[config.mk]
export PLATFORM = sky130hd
export DESIGN_NAME = demux_route_sequencer
export DESIGN_NICKNAME = d
export VERILOG_FILES = /design/src/rtl/demux_route_pkg.sv /design/src/rtl/route_fifo.sv /design/src/rtl/demux_route_sequencer.sv
export SDC_FILE = /design/constraint.sdc
export NUM_CORES = 1
export LEC_CHECK = 0
export CAP_MARGIN = 5
export CORE_MARGIN = 10
export CORE_UTILIZATION = 50
export DETAILED_ROUTE_END_ITERATION = 8
export DONT_BUFFER_PORTS = 1
export PLACE_DENSITY = 0.71
export SETUP_SLACK_MARGIN = 0.05
export SLEW_MARGIN = 15
export SYNTH_ARGS = -nofsm -noshare
export SYNTH_HDL_FRONTEND = slang
export SYNTH_SLANG_ARGS = --single-unit
[constraint.sdc]
create_clock -name clk -period 2.8 [get_ports clk]
set_input_delay 0.56 -clock clk [delete_from_list [all_inputs] [get_ports clk]]
set_output_delay 0.56 -clock clk [all_outputs]
set_load 0.1 [all_outputs]
[src/rtl/demux_route_pkg.sv]
// Shared types for the demux route sequencer: default widths, FSM states and
// the packed FIFO entry layout {dest, data}.
package demux_route_pkg;

   localparam int DEF_DATA_W = 4;
   localparam int DEF_SEL_W  = 2;

   typedef enum logic {
      ST_IDLE,
      ST_HOLD
   } state_t;

   typedef struct packed {
      logic [DEF_SEL_W-1:0]  dest;
      logic [DEF_DATA_W-1:0] data;
   } route_entry_t;

endpackage

[src/rtl/route_fifo.sv]
// Small synchronous FIFO with flush and occupancy output. Reads are never
// bypassed: a word becomes visible on rd_data only the cycle after its push.
module route_fifo #(
   parameter int WIDTH = 6,
   parameter int DEPTH = 4
) (
   input  logic                       clk,
   input  logic                       rst_n,
   input  logic                       push,
   input  logic [WIDTH-1:0]           wr_data,
   input  logic                       pop,
   input  logic                       flush,
   output logic [WIDTH-1:0]           rd_data,
   output logic                       full,
   output logic                       empty,
   output logic [$clog2(DEPTH+1)-1:0] level
);

   localparam int PTR_W = $clog2(DEPTH);
   localparam int LVL_W = $clog2(DEPTH+1);

   logic [WIDTH-1:0] mem [DEPTH];
   logic [PTR_W-1:0] wr_ptr;
   logic [PTR_W-1:0] rd_ptr;
   logic [LVL_W-1:0] count;
   logic             do_push;
   logic             do_pop;

   assign full    = (count == LVL_W'(DEPTH));
   assign empty   = (count == '0);
   assign level   = count;
   assign rd_data = mem[rd_ptr];
   assign do_push = push && !full && !flush;
   assign do_pop  = pop && !empty && !flush;

   always_ff @(posedge clk) begin
      if (do_push) begin
         mem[wr_ptr] <= wr_data;
      end
   end

   // Pointers wrap naturally because DEPTH is a power of two.
   always_ff @(posedge clk or negedge rst_n) begin
      if (!rst_n) begin
         wr_ptr <= '0;
         rd_ptr <= '0;
         count  <= '0;
      end else if (flush) begin
         wr_ptr <= '0;
         rd_ptr <= '0;
         count  <= '0;
      end else begin
         if (do_push) wr_ptr <= wr_ptr + 1'b1;
         if (do_pop)  rd_ptr <= rd_ptr + 1'b1;
         case ({do_push, do_pop})
            2'b10:   count <= count + 1'b1;
            2'b01:   count <= count - 1'b1;
            default: count <= count;
         endcase
      end
   end

endmodule

[src/rtl/demux_route_sequencer.sv]
// Feeds the 1:4 demux: buffers tagged words and presents each one on
// select/data_out for HOLD_CYCLES cycles, back-to-back when words are queued.
module demux_route_sequencer
   import demux_route_pkg::*;
#(
   parameter int DATA_W      = DEF_DATA_W,
   parameter int SEL_W       = DEF_SEL_W,
   parameter int DEPTH       = 4,
   parameter int HOLD_CYCLES = 4
) (
   input  logic                       clk,
   input  logic                       rst_n,
   input  logic                       in_valid,
   output logic                       in_ready,
   input  logic [DATA_W-1:0]          in_data,
   input  logic [SEL_W-1:0]           in_dest,
   input  logic                       rr_mode,
   input  logic                       flush,
   output logic [SEL_W-1:0]           select,
   output logic [DATA_W-1:0]          data_out,
   output logic                       out_valid,
   output logic [$clog2(DEPTH+1)-1:0] level
);

   localparam int                CNT_W    = $clog2(HOLD_CYCLES + 1);
   localparam logic [CNT_W-1:0]  CNT_LOAD = CNT_W'(HOLD_CYCLES - 1);

   state_t                    state_q, state_d;
   logic [CNT_W-1:0]          cnt_q, cnt_d;
   logic [SEL_W-1:0]          rr_q, rr_d;
   logic [SEL_W-1:0]          select_q, select_d;
   logic [DATA_W-1:0]         data_q, data_d;
   logic                      valid_q, valid_d;
   logic                      pop;
   logic                      fifo_full;
   logic                      fifo_empty;
   logic [SEL_W+DATA_W-1:0]   rd_entry;

   assign in_ready  = !fifo_full;
   assign select    = select_q;
   assign data_out  = data_q;
   assign out_valid = valid_q;

   route_fifo #(
      .WIDTH (SEL_W + DATA_W),
      .DEPTH (DEPTH)
   ) u_fifo (
      .clk     (clk),
      .rst_n   (rst_n),
      .push    (in_valid),
      .wr_data ({in_dest, in_data}),
      .pop     (pop),
      .flush   (flush),
      .rd_data (rd_entry),
      .full    (fifo_full),
      .empty   (fifo_empty),
      .level   (level)
   );

   // Next word is popped on the same edge the previous dwell ends, so the
   // demux sees no idle gap between queued words.
   always_comb begin
      state_d  = state_q;
      cnt_d    = cnt_q;
      rr_d     = rr_q;
      select_d = select_q;
      data_d   = data_q;
      valid_d  = valid_q;
      pop      = 1'b0;
      if (flush) begin
         state_d = ST_IDLE;
         cnt_d   = '0;
         rr_d    = '0;
         data_d  = '0;
         valid_d = 1'b0;
      end else begin
         case (state_q)
            ST_IDLE: begin
               pop = !fifo_empty;
            end
            ST_HOLD: begin
               if (cnt_q != '0) begin
                  cnt_d = cnt_q - 1'b1;
               end else if (!fifo_empty) begin
                  pop = 1'b1;
               end else begin
                  state_d = ST_IDLE;
                  data_d  = '0;
                  valid_d = 1'b0;
               end
            end
            default: state_d = ST_IDLE;
         endcase
         if (pop) begin
            state_d = ST_HOLD;
            cnt_d   = CNT_LOAD;
            valid_d = 1'b1;
            data_d  = rd_entry[DATA_W-1:0];
            if (rr_mode) begin
               select_d = rr_q;
               rr_d     = rr_q + 1'b1;
            end else begin
               select_d = rd_entry[SEL_W+DATA_W-1:DATA_W];
            end
         end
      end
   end

   always_ff @(posedge clk or negedge rst_n) begin
      if (!rst_n) begin
         state_q  <= ST_IDLE;
         cnt_q    <= '0;
         rr_q     <= '0;
         select_q <= '0;
         data_q   <= '0;
         valid_q  <= 1'b0;
      end else begin
         state_q  <= state_d;
         cnt_q    <= cnt_d;
         rr_q     <= rr_d;
         select_q <= select_d;
         data_q   <= data_d;
         valid_q  <= valid_d;
      end
   end

endmodule
### Word-level counts from Yosys, hierarchy flattened

Memories as Yosys holds them, arrays and structs flattened.
Cells that the tools add are included.

| word-level totals | value |
|---|---|
| memories | 1 |
| memory bits (writable) | 24 |
| logic and storage cells | 78 |
| flip-flop bits (word level) | 20 |
| output and inout bits | 11 |
| input bits | 11 |

| operators by class | value |
|---|---|
| eq/ne operators | 4 |
| bitwise logic cells | 2 |
| add/sub/neg operators | 6 |
| reductions and logical operators | 21 |
| muxes and demuxes | 35 |

Memories:

| memory | words | width | rd ports | clocked after memory_dff | wr ports | RTL line | RTL |
|---|---|---|---|---|---|---|---|
| u_fifo.mem | 4 | 6 | 1 | 0 | 1 | route_fifo.sv:22 | `logic [WIDTH-1:0] mem [DEPTH];` |

Operators by type and width:

| cell | count |
|---|---|
| 4-bit 2-to-1 mux | 5 |
| 2-bit 2-to-1 mux | 8 |
| 1-bit 2-to-1 mux | 15 |
| 3-bit 2-to-1 mux | 5 |
| 3-bit nonzero test | 5 |
| 2-bit nonzero test | 4 |
| 2-bit by 1-bit adder with 2-bit output (second input constant) | 3 |
| 3-bit one-hot mux with 2 select lines | 1 |
| 2-bit AND reduction | 3 |
| 3-bit by 1-bit subtractor with 3-bit output (second input constant) | 2 |
| 1-bit logical AND | 4 |
| 3-bit by 1-bit adder with 3-bit output (second input constant) | 1 |
| 3-bit == test (second input constant) | 1 |
| 1-bit zero test | 3 |
| 3-bit zero test | 1 |
| 3-bit by 2-bit inequality test with 1-bit output (second input constant) | 1 |
| 3-bit AND reduction | 1 |
| 2-bit by 1-bit == test with 1-bit output (second input constant) | 1 |
| 2-bit == test (second input constant) | 1 |
| 1-bit NOT | 2 |
| 1-bit one-hot mux with 2 select lines | 1 |

### Longest topological paths before layout

Gate-level depths: netlist of the first run.

| depth | value |
|---|---|
| depth after elaboration | 11 |
| mapped depth | 10 |
| gate-level depth less buffers | 9 |

### Modules after synthesis

A second synthesis of the first run with hierarchy kept.

| second synthesis, totals | value |
|---|---|
| cell total of the unflattened synthesis | 161 |
| area total of the unflattened synthesis | 2074.5 µm² |

By module, submodules not included:

| module | sequential area each (µm²) | cells each | area each (µm²) | instances |
|---|---|---|---|---|
| route_fifo | 895.9 | 97 | 1435.1 | 1 |
| demux_route_sequencer | 325.3 | 64 | 639.4 | 1 |

### Least setup slack after synthesis of the first run

Ideal clock, no wire load.

| timing | value |
|---|---|
| path kind | register to register |
| start point | reg u_fifo.count[0] (netlist: u_fifo.level[0]) |
| end point | reg u_fifo.count[2] (netlist: u_fifo.level[2]) |
| period minus slack after synthesis | 2918 ps |
| stages on the path, launching flop included | 8 |
| slack | -118 ps |
| arrival | 2796 ps |
| path buffers | 0 |
| library setup time | 122 ps |
| required time | 2678 ps |
| cells stage by stage | dfrtp_1 or3b_4 nand2_4 and2_1 fa_1 nand3_1 o21ai_0 a2111oi_1 |

| on the way | value |
|---|---|
| elaborated cells on any way between the ends | 20 |
| those cells by class | add/sub: 2; eq/ne: 3; mux: 7; reduce/logical: 8 |

RTL lines:

| item | RTL line | RTL |
|---|---|---|
| from (decl) | route_fifo.sv:25 | `logic [LVL_W-1:0] count;` |
| from (signal assigned) | route_fifo.sv:56 | `2'b10: count <= count + 1'b1;` |
| from (signal assigned) | route_fifo.sv:57 | `2'b01: count <= count - 1'b1;` |
| from (signal assigned) | route_fifo.sv:58 | `default: count <= count;` |
| 3-bit == test * | route_fifo.sv:29 | `assign full = (count == LVL_W'(DEPTH));` |
| 1-bit zero test * | -- |  |
| via in_ready | demux_route_sequencer.sv:14 | `output logic in_ready,` |
| 1-bit logical AND * (2 in a row) | route_fifo.sv:33 | `assign do_push = push && !full && !flush;` |
| 2-bit by 1-bit == test with 1-bit output / 2-bit == test (equally long branches) | route_fifo.sv:55 | `case ({do_push, do_pop})` |
| 3-bit one-hot mux with 2 select lines | route_fifo.sv:55 |  |
| 3-bit 2-to-1 mux | route_fifo.sv:48 | `end else if (flush) begin` |

Mark *: on every way through the listed nets, which the timed path passes. The rest lies on a longest branch. The select of a mux whose other input is x is not followed.
A chain may end at the register's enable or synchronous reset.

### Final worst setup path of the first run

| timing | value |
|---|---|
| start point | reg cnt_q[0] |
| end point | reg u_fifo.count[2] (netlist: u_fifo.level[2]) |

| on the way | value |
|---|---|
| longest elaborated chain between the ends | 10 |
| elaborated cells on any way between the ends | 12 |
| those cells by class | eq/ne: 2; mux: 6; reduce/logical: 4 |

RTL lines:

| item | RTL line | RTL |
|---|---|---|
| from (decl) | demux_route_sequencer.sv:29 | `logic [CNT_W-1:0] cnt_q, cnt_d;` |
| from (signal assigned) | demux_route_sequencer.sv:119 | `cnt_q <= cnt_d;` |
| 3-bit nonzero test * | demux_route_sequencer.sv:82 | `if (cnt_q != '0) begin` |
| 1-bit 2-to-1 mux * | demux_route_sequencer.sv:82 |  |
| 1-bit one-hot mux with 2 select lines * | demux_route_sequencer.sv:77 | `case (state_q)` |
| 1-bit 2-to-1 mux * (2 in a row) | demux_route_sequencer.sv:70 | `if (flush) begin` |
| 1-bit logical AND * (2 in a row) | route_fifo.sv:34 | `assign do_pop = pop && !empty && !flush;` |
| 2-bit by 1-bit == test with 1-bit output / 2-bit == test (equally long branches) | route_fifo.sv:55 |  |
| 3-bit one-hot mux with 2 select lines | route_fifo.sv:55 |  |
| 3-bit 2-to-1 mux | route_fifo.sv:48 |  |

Every way passes the cells marked *; elsewhere a longest branch is shown, timed or not. The select of a mux whose other input is x is not followed.

==> reports/summary.txt, run 1 <==
CTS tree: done
Avg WL per Cell: 17.7 µm
Pint: 0.00131 W
Yosys warnings: 0
Clock Latency Late Sink: 280 ps
# Post-CTS Setup Buffers: 0
Worst Path Arrival: 2560 ps
GRT Util Overall: 10.9%
Mapped cell area: 1990 µm²
FF+latch count, synth: 44
Psw: 0.00120 W
RD Place Congestion: 0.777
R2R cell count: 9
H-tree depth: 2
Commonest non-fill, non-tap cell in the layout: edfxtp_1
Worst setup EP type: flip-flop
Starting density of the core: 53.0%
Max Fclk: 415 MHz
Ant diodes: 0
Relative slew slack: 38.0%
Rows: 22
I/O Buffers: 0
Fillcell total: 322
Root Buffer Master: clkbuf_8
First-pass iteration count of the detailed router: 4
Core Util, Final: 57.4%
Status: finished clean
Final setup violation count: 0
Post-DP HPWL: 2660 µm
IO Count: 22
First-pass GRT wire length: 6130 µm
Total number of vias: 1147
RSZ-0062 raised after global routing: no
Share of cells above drive strength 1: 16.6%
Worst Tran Pin Value: 930 ps
Initial antenna violation count: 0
Req. time, crit path: 2950 ps
Initial DRC count: 79
Post-CTS Resized: 0
Logic gate share of total power: 32.5%
Die height: 83.0 µm
Crit path max fanout: 8
Lkg Pwr: 0.812 nW
Synth top area share: 36.3%
Clock skew: 4.27 ps
Worst Setup Path Type: flip-flop to flip-flop
WL final: 3630 µm
Synth area leader: edfxtp_1
Reg power frac: 52.7%
DRC errors left: 0
Area contributors post-synth: edfxtp_1, dfrtp_1, mux4_2
Startpoint Class: flip-flop
Num Clock Sinks: 44
Largest net degree at the start of global routing: 23
Core ar.: 3740 µm²
Final hold vios: 0
Clk buf depth: 2
PwrDens: 1170 nW/µm²
Remaining antenna violation count after routing: 0
Max Slew Vio Count: 0
Syn Area/Cell: 13.2 µm²
Yosys cell types: 33
Max-capacitance violation count: 0
Num CTS Buffers: 5
Clock share of power: 14.8%
Hold WC Path Type: primary input to flip-flop
Layout area overhead: 8.25%
Vias/cell: 5.60
Vias in the first global route: 1220
Clock transition at path regs: 80 ps
Crit share post-route: 86.1%
Switching share of power: 47.6%
Die width: 83.0 µm
Shortest period the worst path allows: 2410 ps
Global route overflow: 0
Die ar.: 6890 µm²
Final nets: 174
Final TNS setup: 0 ps
Hold path cells: 1
Commonest non-fill, non-tap cells in the layout: edfxtp_1, dfrtp_1, nand2_1
VDD IR-drop max: 0.453 mV
Syn Nets: 168
Fraction of the yosys area taken by sequential cells: 61.5%
Synth Instances: 150
-- through the flow --
step | hold slack, ps | cells | cell area (µm²) | power, W | setup WS, ps
floorplan | 264 | 150 | 1990 | 0.00199 | 237
global placement | 265 | 196 | 2050 | 0.00211 | 512
detailed placement | 265 | 196 | 2050 | 0.00216 | 422
CTS | 322 | 205 | 2150 | 0.00253 | 389
global route | 314 | 205 | 2150 | 0.00266 | 252
finish | 336 | 205 | 2150 | 0.00251 | 390
-- flip-flops by register name (all words and copies together) (netlist names) --
name and count:
out_valid 1, cnt_q 3, data_out 4, u_fifo.wr_ptr 2, u_fifo.level 3, u_fifo.rd_ptr 2
state_q 1, rr_q 2, select 2, u_fifo.mem 24
-- power groups by stage --
| stage | Combinational [W] | Sequential, W | Clock (W) |
|---|---|---|---|
| 2_1_floorplan | 0.000636 | 0.00135 | 0 |
| 3_3_place_gp | 0.000778 | 0.00133 | 0 |
| 3_5_place_dp | 0.000813 | 0.00134 | 0 |
| 4_1_cts | 0.000822 | 0.00133 | 0.000384 |
| 5_1_grt | 0.000899 | 0.00135 | 0.000411 |
| 6_report | 0.000816 | 0.00132 | 0.000372 |
-- cells in the mapped netlist --
master     number
buf_4           1
fa_1            1
nor3_1          2
buf_1           1
buf_2           2
nor2b_1         3
nand2b_1        3
nand3_1         6
a2111oi_1       1
xnor2_1         4
nand2_1        13
clkbuf_1        3
a21oi_1         9
xnor2_2         1
a311oi_1        2
inv_1           8
a21o_1          1
nand2_4         1
dfrtp_1        20
nor3_4          1
a211oi_1        4
o21ai_0         3
and2_1          5
nor4_1          1
mux2_4          1
mux4_2          6
edfxtp_1       24
o21a_1          1
mux2i_1         1
a31oi_1         3
or3b_4          1
ha_1            6
nor2_1         11
-- final cells by class --
cell class / count / area [µm²] / area share [%]
flip-flops and latches: 44 / 1220 / 57.0
multi-input cells: 91 / 702 / 32.7
clock buffers: 6 / 72.6 / 3.38
well taps: 48 / 60.1 / 2.79
repair buffers: 6 / 47.5 / 2.21
inverters: 8 / 30.0 / 1.40
clock inverters: 2 / 12.5 / 0.582
-- cells by family after synthesis --
logic type / after synthesis / synth area share (%)
AOI/OAI and AO/OA: 24 / 7.62
xor gates and xnor gates: 5 / 2.58
adders and majority gates: 7 / 4.79
buffers and inverters: 15 / 3.15
DFF: 44 / 61.5
muxes: 8 / 8.07
and+or+nand+nor: 47 / 12.3
-- repair_timing --
item | CTS | global route
setup endpoints to repair | 0 | 0
hold endpoints to repair | 20 | 0
hold buffers | 1 | 0
-- layer usage --
metal,track usage [%],part of all wire (%),vias to the layer above
li1,-,-,544
met1,11.6,40,578
met2,18.7,54,23
met3,3.91,5.9,2
met4,4.77,0.80,0
met5,0,0,-
-- final timing paths --
check | to | slack, ps | from
min in group asynchronous | select[0]$_DFFE_PN0N_ | 850 | rst_n
hold reg to reg | cnt_q[0]$_DFFE_PN0P_ | 500 | cnt_q[0]$_DFFE_PN0P_
setup reg to reg | u_fifo.level[2]$_DFFE_PN0P_ | 390 | cnt_q[0]$_DFFE_PN0P_
max in group asynchronous | u_fifo.level[2]$_DFFE_PN0P_ | 1330 | rst_n
setup / recovery | u_fifo.level[2]$_DFFE_PN0P_ | 390 | cnt_q[0]$_DFFE_PN0P_
hold / removal | data_out[2]$_DFFE_PN0P_ | 340 | flush
-- critical path, stage by stage, from the launching register on --
cell	delay, ps
dfrtp_1	370
inv_1	60
ha_1	230
nand2b_1	240
a211oi_1	140
and2_1	190
fa_1	430
o21ai_0	180
a31oi_1	60
a2111oi_1	380
(Power assumes the default switching activity.)
==> run 2, diff against run 1 <==
CORE_MARGIN = not set   (was 10)
==> run 2 against run 1 <==
Critical path depth stayed put. Count of clock-buffer cells in the layout unchanged. Core utilization grew 0.60 points. Worst setup slack worse by 67 ps. Largest power group unchanged.
==> reports/summary.txt, run 2 (synthesis gave the netlist of run 1 again) <==
Avg WL per Cell: 16.1 µm
RSZ-0062 raised after global routing: no
Worst setup EP type: flip-flop
Core ar.: 3740 µm²
WL final: 3300 µm
Logic gate share of total power: 31.5%
Post-CTS Resized: 0
Clock transition at path regs: 70 ps
Max-capacitance violation count: 0
Starting density of the core: 53.0%
Final setup violation count: 0
Global route overflow: 0
Relative slew slack: 37.1%
Worst Tran Pin Value: 940 ps
Worst Setup Path Type: flip-flop to flip-flop
Reg power frac: 50.8%
Req. time, crit path: 2960 ps
Lkg Pwr: 0.826 nW
Ant diodes: 0
Switching share of power: 45.8%
First-pass iteration count of the detailed router: 4
Final nets: 174
Num CTS Buffers: 5
Top Usage Layer GRT: met2
Placed cells: 196
Die height: 65.0 µm
Post-DP HPWL: 2350 µm
RD Place Congestion: 0.773
Max Fclk: 404 MHz
Clock Latency Late Sink: 290 ps
Shortest period the worst path allows: 2480 ps
Reg2reg start: cnt_q[0]$_DFFE_PN0P_
Clock skew: 5.26 ps
H-tree depth: 2
Dpl ws: 378 ps
Worst Path Arrival: 2640 ps
Clock share of power: 17.7%
Vias/cell: 5.70
Largest register FFs: 24
Commonest non-fill, non-tap cells in the layout: edfxtp_1, dfrtp_1, nand2_1
Crit share post-route: 88.5%
GRT Util Overall: 18.3%
Largest net degree at the start of global routing: 23
Crit path launch: cnt_q[0]$_DFFE_PN0P_
Hold Buf Count CTS: 1
Initial DRC count: 76
Clk buf depth: 2
Total number of vias: 1169
Root Buffer Master: clkbuf_8
PwrDens: 1190 nW/µm²
Final hold vios: 0
Remaining antenna violation count after routing: 0
GR Layer Usage met2: 29.8%
R2R cell count: 9
Rows: 22
Pint: 0.00140 W
Routing usage on met3: 5.46%
Fin cells: 205
VDD IR-drop max: 0.508 mV
M1 GR Usage: 22.7%
Setup WS post-layout: 322 ps
Register-to-Register Setup Slack: 320 ps
Vias in the first global route: 1185
Num Clock Sinks: 44
Die width: 65.0 µm
Psw: 0.00119 W
CTS tree: done
IO Count: 22
# Post-CTS Setup Buffers: 0
Hold WC Path Type: primary input to flip-flop
I/O Buffers: 0
Startpoint Class: flip-flop
Hold path cells: 1
Final TNS setup: 0 ps
Worst R2R End: u_fifo.level[2]$_DFFE_PN0P_
Layout area overhead: 9.39%
DRC errors left: 0
Max Slew Vio Count: 0
Commonest non-fill, non-tap cell in the layout: edfxtp_1
Share of cells above drive strength 1: 16.6%
First-pass GRT wire length: 5530 µm
Biggest register: u_fifo.mem
Die ar.: 4230 µm²
Initial antenna violation count: 0
WHS Endpoint: state_q$_DFF_PN0_
Crit path max fanout: 8
Hold Path Origin: flush
Status: finished clean
-- run 2: cell type report --
type	count	area, µm²
fill	304	1570
sequential	44	1220
multi-input combinational	91	702
clock buffer	6	72.6
tap	48	60.1
timing repair buffer	6	47.5
clock inverter	2	35.0
inverter	8	30.0
-- run 2: how the worst max path moves through the flow --
stage,end,slack [ps],cells after the start
detailed placement,u_fifo.level[2]$_DFFE_PN0P_,380,9
global route,u_fifo.level[2]$_DFFE_PN0P_,170,9
CTS,u_fifo.level[2]$_DFFE_PN0P_,340,9
floorplan,u_fifo.level[2]$_DFFE_PN0P_,240,7
global placement,u_fifo.level[2]$_DFFE_PN0P_,520,9
finish,u_fifo.level[2]$_DFFE_PN0P_,320,9
-- run 2: critical path, stage by stage, from the launching register on --
cell       delay [ps]
dfrtp_1           370
inv_1              70
ha_1              220
nand2b_1          240
a211oi_1          160
and2_1            200
fa_1              430
o21ai_0           240
a31oi_1            60
a2111oi_1         360
-- run 2: metrics by stage --
stage | hold slack, ps | util [%] | instance area (µm²) | power [W]
finish | 331 | 58.0 | 2170 | 0.00259
detailed placement | 265 | 54.9 | 2050 | 0.00214
global route | 315 | 58.0 | 2170 | 0.00273
floorplan | 264 | - | 1990 | 0.00199
global placement | 265 | 54.9 | 2050 | 0.00210
CTS | 318 | 58.0 | 2170 | 0.00261
-- run 2: power by group through the flow --
stage	sequential [W]	clock [W]	combinational [W]
floorplan	0.00135	0	0.000636
global placement	0.00132	0	0.000778
detailed placement	0.00133	0	0.000806
CTS	0.00132	0.000471	0.000818
global route	0.00134	0.000499	0.000894
finish	0.00131	0.000459	0.000815
-- run 2: metal layers --
| layer | part of all wire [%] | vias up |
|---|---|---|
| li1 | - | 547 |
| met1 | 42 | 578 |
| met2 | 50 | 36 |
| met3 | 5.5 | 8 |
| met4 | 1.8 | 0 |
| met5 | 0 | - |
==> run 3, diff against run 2 <==
CTS_CLUSTER_DIAMETER = 100   (was not set)
==> results of run 3 <==
The final DEF is identical to that of run 2; final timing and power are the same.
==> edit: new RTL, config.mk and constraints of run 1 <==
Add an input register stage for `rr_mode`; this delays it by one clock. The other inputs are not delayed to match.
--- a/src/rtl/demux_route_sequencer.sv
+++ b/src/rtl/demux_route_sequencer.sv
@@ -24,6 +24,12 @@
 
    localparam int                CNT_W    = $clog2(HOLD_CYCLES + 1);
    localparam logic [CNT_W-1:0]  CNT_LOAD = CNT_W'(HOLD_CYCLES - 1);
+
+   logic rr_mode_q;
+
+   always_ff @(posedge clk) begin
+      rr_mode_q <= rr_mode;
+   end
 
    state_t                    state_q, state_d;
    logic [CNT_W-1:0]          cnt_q, cnt_d;
@@ -96,7 +102,7 @@
             cnt_d   = CNT_LOAD;
             valid_d = 1'b1;
             data_d  = rd_entry[DATA_W-1:0];
-            if (rr_mode) begin
+            if (rr_mode_q) begin
                select_d = rr_q;
                rr_d     = rr_q + 1'b1;
             end else begin
Check against the original RTL: not equivalent (a bounded check fails within 4 cycles, from zero or initial values and one cycle with rst_n low).
==> edit against run 1 <==
Area after synthesis increased by 1.0%. Wire length increased by 0.72%. Synthesized cell count increased by 0.67%. Worst setup slack got worse by 0.0090 ns. Sequential cell count increased by 1. Count of clock-buffer cells in the layout decreased by 1. Design area increased by 2.4%. Clock power increased by 36%. Total power increased by 5.8%. Non-clock buffer count unchanged. Critical path type unchanged.
==> edit: results (changes against run 1) <==
metric	value	unit	change
status	complete, no violations		
yosysSeqAreaShare	61.9	%	+0.38 points
nets	175		+0.57%
synth_area_leaders	edfxtp_1 36%, dfrtp_1 25%, mux4_2 6.7%		
syn_nets	169		+0.60%
tightest_slew	0.930	ns	+0.000473 ns
first_pass_iters	4		unchanged
synth_cells	151		+0.67%
drive_gt1_share	17.1	%	+0.53 points
ir_drop	524	uV	+16%
worst_clock_skew	0.00854	ns	+0.00427 ns
vias_per_cell	5.65		+0.99%
grt_pass1_wl	6200	um	+1.1%
worstSkewPairLatency	0.31	ns	+0.03 ns
drt_wl_total	3660	um	+0.72%
cp.arrival	2.60	ns	+0.04 ns
drt_iter0_drc	99		+25%
grt_pass1_vias	1223		+0.25%
numPlacedInstances	197		+0.51%
finalWeightedCongestion	0.766		-1.4%
antenna_found_initial	0		unchanged
whs	0.280	ns	-0.0556 ns
leakage	0.838	nW	+3.2%
crit_fanout	8		unchanged
grt_usage	11.1	%	+0.22 points
async_flop_share	44.4	%	-1.0 points
power_density	1210	nW/um^2	+3.3%
min_path_cells	0		-1
synth.distinct_cells	34		+3.0%
dpl.hpwl	2560	um	-3.9%
[edit: changes by cell type after synthesis, sizes merged]
cell and delta:
dfxtp +1
[edit: timing repair]
| action | in CTS | in global routing |
|---|---|---|
| endpoints found under the hold margin | 20 | 0 |
| setup endpoints to repair | 0 | 0 |
| hold buffers | 1 | 0 |
[edit: final timing paths]
path                                from         endpoint
worst max-delay path            cnt_q[0]  u_fifo.level[2]
worst min-delay path             rr_mode        rr_mode_q
worst min register to register  cnt_q[0]         cnt_q[0]
min in group asynchronous          rst_n         cnt_q[2]
max in group asynchronous          rst_n  u_fifo.level[2]
worst max register to register  cnt_q[0]  u_fifo.level[2]
[edit: power breakdown]
group | internal (mW) | total (mW) | switching, mW
Combinational | 0.326 | 0.811 | 0.485
Sequential | 0.826 | 1.34 | 0.510
Clock | 0.272 | 0.507 | 0.235
Total | 1.43 | 2.65 | 1.23
[edit: final cells by class]
class	instances	area, um^2
Clock inverter	3	47.5
Inverter	8	30.0
Fill cell	295	1570
Clock buffer	5	68.8
Multi-Input combinational cell	91	702
Tap cell	48	60.1
Sequential cell	45	1240
Timing Repair Buffer	6	47.5
[edit: kinds of logic after synthesis]
group | Yosys count | share of synthesized area [%]
flip-flops | 45 | 61.9
AND/OR/NAND/NOR | 47 | 12.2
XOR/XNOR | 5 | 2.56
multiplexers | 8 | 7.98
adder cells (fa/ha/maj) | 7 | 4.74
AO/OA/AOI/OAI | 24 | 7.55
buffers and inverters | 15 | 3.12
[edit: layer usage]
metal	part of all wire [%]	wire length (um)	track usage, %
met3	6.6	242	4.10
met2	52	1900	17.9
met1	41	1490	12.4
met4	0.57	21	5.69
met5	0	0	0
[edit: metrics by stage]
stage	area (um^2)	power [mW]	worst slack (ns)
floorplan	2010	2.00	0.237
global placement	2070	2.13	0.494
detailed placement	2070	2.17	0.427
CTS	2200	2.68	0.392
global route	2200	2.81	0.183
finish	2200	2.65	0.381
